[src/rtl/orrs_32bit_core.sv]
// orrs_32bit_core: registered bitwise-OR unit with valid/ready handshake and result flags
module orrs_32bit_core #(
    parameter int WIDTH = 32
) (
    input  logic             clk,
    input  logic             rst_n,
    input  logic [WIDTH-1:0] a,
    input  logic [WIDTH-1:0] b,
    input  logic             in_valid,
    output logic             in_ready,
    output logic [WIDTH-1:0] y,
    output logic             out_valid,
    input  logic             out_ready,
    output logic             zero_flag,
    output logic             neg_flag,
    output logic             ones_flag
);
    logic [WIDTH-1:0] r;
    logic             acc;
    assign r        = a | b;
    assign in_ready = !out_valid || out_ready;
    assign acc      = in_valid && in_ready;
    always_ff @(posedge clk) begin
        if (!rst_n) begin
            y         <= '0;
            out_valid <= 1'b0;
            zero_flag <= 1'b0;
            neg_flag  <= 1'b0;
            ones_flag <= 1'b0;
        end else if (acc) begin
            y         <= r;
            out_valid <= 1'b1;
            zero_flag <= ~|r;
            neg_flag  <= r[WIDTH-1];
            ones_flag <= &r;
        end else if (out_ready) begin
            out_valid <= 1'b0;
        end
    end
endmodule

[config.mk]
export PLATFORM = sky130hd
export DESIGN_NAME = orrs_32bit_core
export DESIGN_NICKNAME = d
export VERILOG_FILES = /design/src/rtl/orrs_32bit_core.sv
export SDC_FILE = /design/constraint.sdc
export NUM_CORES = 1
export LEC_CHECK = 0
export CAP_MARGIN = 20
export CORE_MARGIN = 2
export CORE_UTILIZATION = 38
export CTS_CLUSTER_SIZE = 24
export DETAILED_ROUTE_END_ITERATION = 8
export PLACE_DENSITY = 0.85
export SYNTH_ARGS = -nofsm -noshare
export SYNTH_HDL_FRONTEND = slang
export SYNTH_SLANG_ARGS = --single-unit
export TNS_END_PERCENT = 10
[constraint.sdc]
create_clock -name clk -period 3.3 [get_ports clk]
set_clock_uncertainty 0.15 [all_clocks]
set_input_delay 0.66 -clock clk [delete_from_list [all_inputs] [get_ports clk]]
set_output_delay 0.66 -clock clk [all_outputs]
set_load 0.01 [all_outputs]
==> flow_metrics.py <==
metrics = {
    "clock_tree": {
        "clock_sinks": 35,
        "clkTransAtPathRegs_ns": 0.06,
        "post_cts_resized": 0,
        "clock_latency_ns": 0.28,
        "cts-root-buf": "clkbuf_8",
        "cts_hold_buf": 0,
        "htreeDepth": 2,
        "cts_buffer_depth": 2,
        "cts_tree": "built",
        "postCtsSetupRepairBufs": 0,
        "cts_buffers": 5,
    },
    "global_route": {
        "gr-usage-all-layers": 0.196,
        "grt_pass1_wl_um": 6780,
        "antenna_found_initial": 0,
        "grt_pass1_vias": 1614,
        "grt_overflow": 0,
        "grt_start_max_net_pins": 34,
    },
    "critical_path": {
        "r2r_cells": 5,
        "path_buf_inv": 2,
        "startpoint_type": "input pin",
        "slowest_delay_ns": 0.55,
        "cp.arrival_ns": 1.81,
        "path_cells": "clkdlybuf4s50_1 > nand2b_1 > clkdlybuf4s50_1",
        "crit_required_ns": 2.49,
        "worst-path-stages": 3,
        "worstSetupPathType": "in2out",
        "cp-end-kind": "output port",
        "slowest_stage": "clkdlybuf4s50_1",
        "critPathMaxFanout": 4,
        "critical_path.top_delay_family": "buffers and inverters",
        "crit_top_cell": "clkdlybuf4s50_1",
    },
    "floorplan": {
        "die_h_um": 67.9,
        "ios": 105,
        "core_area_mm2": 0.00397,
        "num_rows": 23,
        "dieWidth_um": 67.9,
        "start_util": 0.391,
        "die_area_mm2": 0.00461,
    },
    "worst_hold_path": {
        "min_path_cells": 2,
        "hold_path.class": "reg2reg",
    },
    "sta": {
        "tightestPinTransition_ns": 0.578,
        "rsz0062_at_grt": "false",
        "period_share": 0.792,
        "setup_slack_ns": 0.685,
        "finalMaxSlewViolations": 0,
        "fin_crit_ns": 2.62,
        "fmax_ghz": 0.382,
        "setup_viol": 0,
        "hold_viol_final": 0,
        "relSlewSlack": 0.615,
        "tns_ns": 0,
    },
    "logic_synthesis": {
        "synth_top_area_share": 0.452,
        "synth_top_area_cell": "dfxtp_1",
        "ys_ff_latch": 35,
        "synth_warnings": 0,
        "synth-edff-count": 0,
        "yosys-top-cells-count": "35 x dfxtp_1, 32 x nor2_1, 26 x nand2_1",
        "syn-num-nets": 250,
        "synthFlopType": "dfxtp_1",
        "synth-async-reset-ratio": 0,
        "synth.area.top_cells": "dfxtp_1 45%, o211a_1 15%, nor2_1 7.7%",
        "synth-seq-area-share": 0.452,
        "netlist_area_mm2": 0.00155,
        "avgSynthCellArea_um2": 8.52,
        "synth_most_common_cell": "dfxtp_1",
        "synthesis.instances": 182,
        "synth.distinct_cells": 22,
    },
    "pwr": {
        "finalPower_w": 0.00103,
        "p_leak_nw": 1.17,
        "power_density_mw_per_mm2": 378,
        "ir_drop_mv": 0.261,
    },
    "detailed_routing": {
        "drt_pre_antenna_iters": 4,
        "drtIter0Drc": 47,
        "drtAntennaViolNets": 0,
        "detail_route.wl_per_cell_um": 13.3,
        "viasPerCell": 5.23,
        "wl_um": 4450,
        "drc": 0,
        "vias": 1746,
    },
    "layout": {
        "nFillCells": 333,
        "antenna_cells": 0,
        "fin_nets": 351,
        "areaGrowthSynthToFinish_pct": 74.8,
        "fin_cells": 334,
        "drive_above_1_share": 0.0352,
    },
    "place": {
        "place_hpwl_um": 3500,
        "port_buffers": 104,
        "dpl_worst_slack_ns": 0.689,
        "dp.cells": 326,
        "globalplace.congestion": 0.686,
    },
    "run_status": {
        "status": "finished, final reports clean",
    },
    "job": {
        "maxCapViolCount": 0,
    },
}
metal layers:
metal	GRT usage	routed length [µm]	vias to the layer above
met2	0.349	2120	73
met5	0	0	-
met4	0.0750	64	0
met3	0.0740	509	5
met1	0.211	1750	795
li1	-	-	873
where the power goes:
| part | internal (W) | switching (W) |
|---|---|---|
| clock network | 0.000148 | 0.000141 |
| logic | 0.000165 | 0.000101 |
| registers | 0.000456 | 0.0000161 |
| total | 0.000769 | 0.000258 |
flip-flops by register name (all words and copies together), names as in the netlist:
register	flops
ones_flag	1
zero_flag	1
y	32
out_valid	1
cell families (layout without fill, tap and decap cells):
family / Yosys count / after routing / synth area share
compound gates: 31 / 31 / 0.184
simple gates: 103 / 103 / 0.327
flops: 35 / 35 / 0.452
buf+inv: 13 / 115 / 0.0371
cell type report:
type,instances,area [µm²],share of cell area
Timing Repair Buffer,106,1070,0.394
Sequential cell,35,701,0.258
Inverter,1,3.75,0.00138
Multi-Input combinational cell,134,795,0.293
Clock inverter,1,5.00,0.00185
Clock buffer,7,76.3,0.0281
Tap cell,50,62.6,0.0231
cell usage in the layout (no fill, tap or decap):
| master | netlist | layout |
|---|---|---|
| a21boi_0 | 1 | 1 |
| and2_2 | 0 | 1 |
| and4_1 | 2 | 2 |
| buf_12 | 0 | 1 |
| buf_4 | 1 | 1 |
| clkbuf_1 | 7 | 2 |
| clkbuf_8 | 0 | 5 |
| clkdlybuf4s50_1 | 0 | 104 |
| clkinv_2 | 0 | 1 |
| dfxtp_1 | 35 | 35 |
| inv_1 | 1 | 1 |
| nand2_1 | 26 | 26 |
| nand2b_1 | 1 | 1 |
| nand3_1 | 3 | 3 |
| nand4_1 | 6 | 6 |
| nor2_1 | 32 | 32 |
| nor3_1 | 8 | 8 |
| nor3b_1 | 8 | 8 |
| nor4_1 | 14 | 14 |
| nor4_2 | 1 | 1 |
| o211a_1 | 24 | 24 |
| o21ai_1 | 1 | 1 |
| o22ai_1 | 4 | 4 |
| o31ai_1 | 1 | 1 |
| or4_1 | 1 | 1 |
worst min-delay path, delay by kind of cell, from the launching register on:
| family | cells | cell delay (ns) |
|---|---|---|
| DFF | 1 | 0.31 |
| AOI/OAI and AO/OA | 1 | 0.06 |
| and+or+nand+nor | 1 | 0.06 |
per-stage QoR:
step / hold WS (ns) / util / instance area (µm²)
after floorplan: 0.332 / - / 1550
final: 0.318 / 0.683 / 2710
after CTS: 0.322 / 0.683 / 2710
after global routing: 0.340 / 0.683 / 2710
after global placement: 0.298 / 0.662 / 2630
after detailed placement: 0.313 / 0.662 / 2630
final timing paths:
| check | start | to | slack, ns |
|---|---|---|---|
| max reg2reg | out_valid | y[23] | 1.61 |
| max | out_ready | in_ready | 0.68 |
| min | ones_flag | ones_flag | 0.32 |
| min reg2reg | ones_flag | ones_flag | 0.32 |
(Power assumes the default switching activity.)
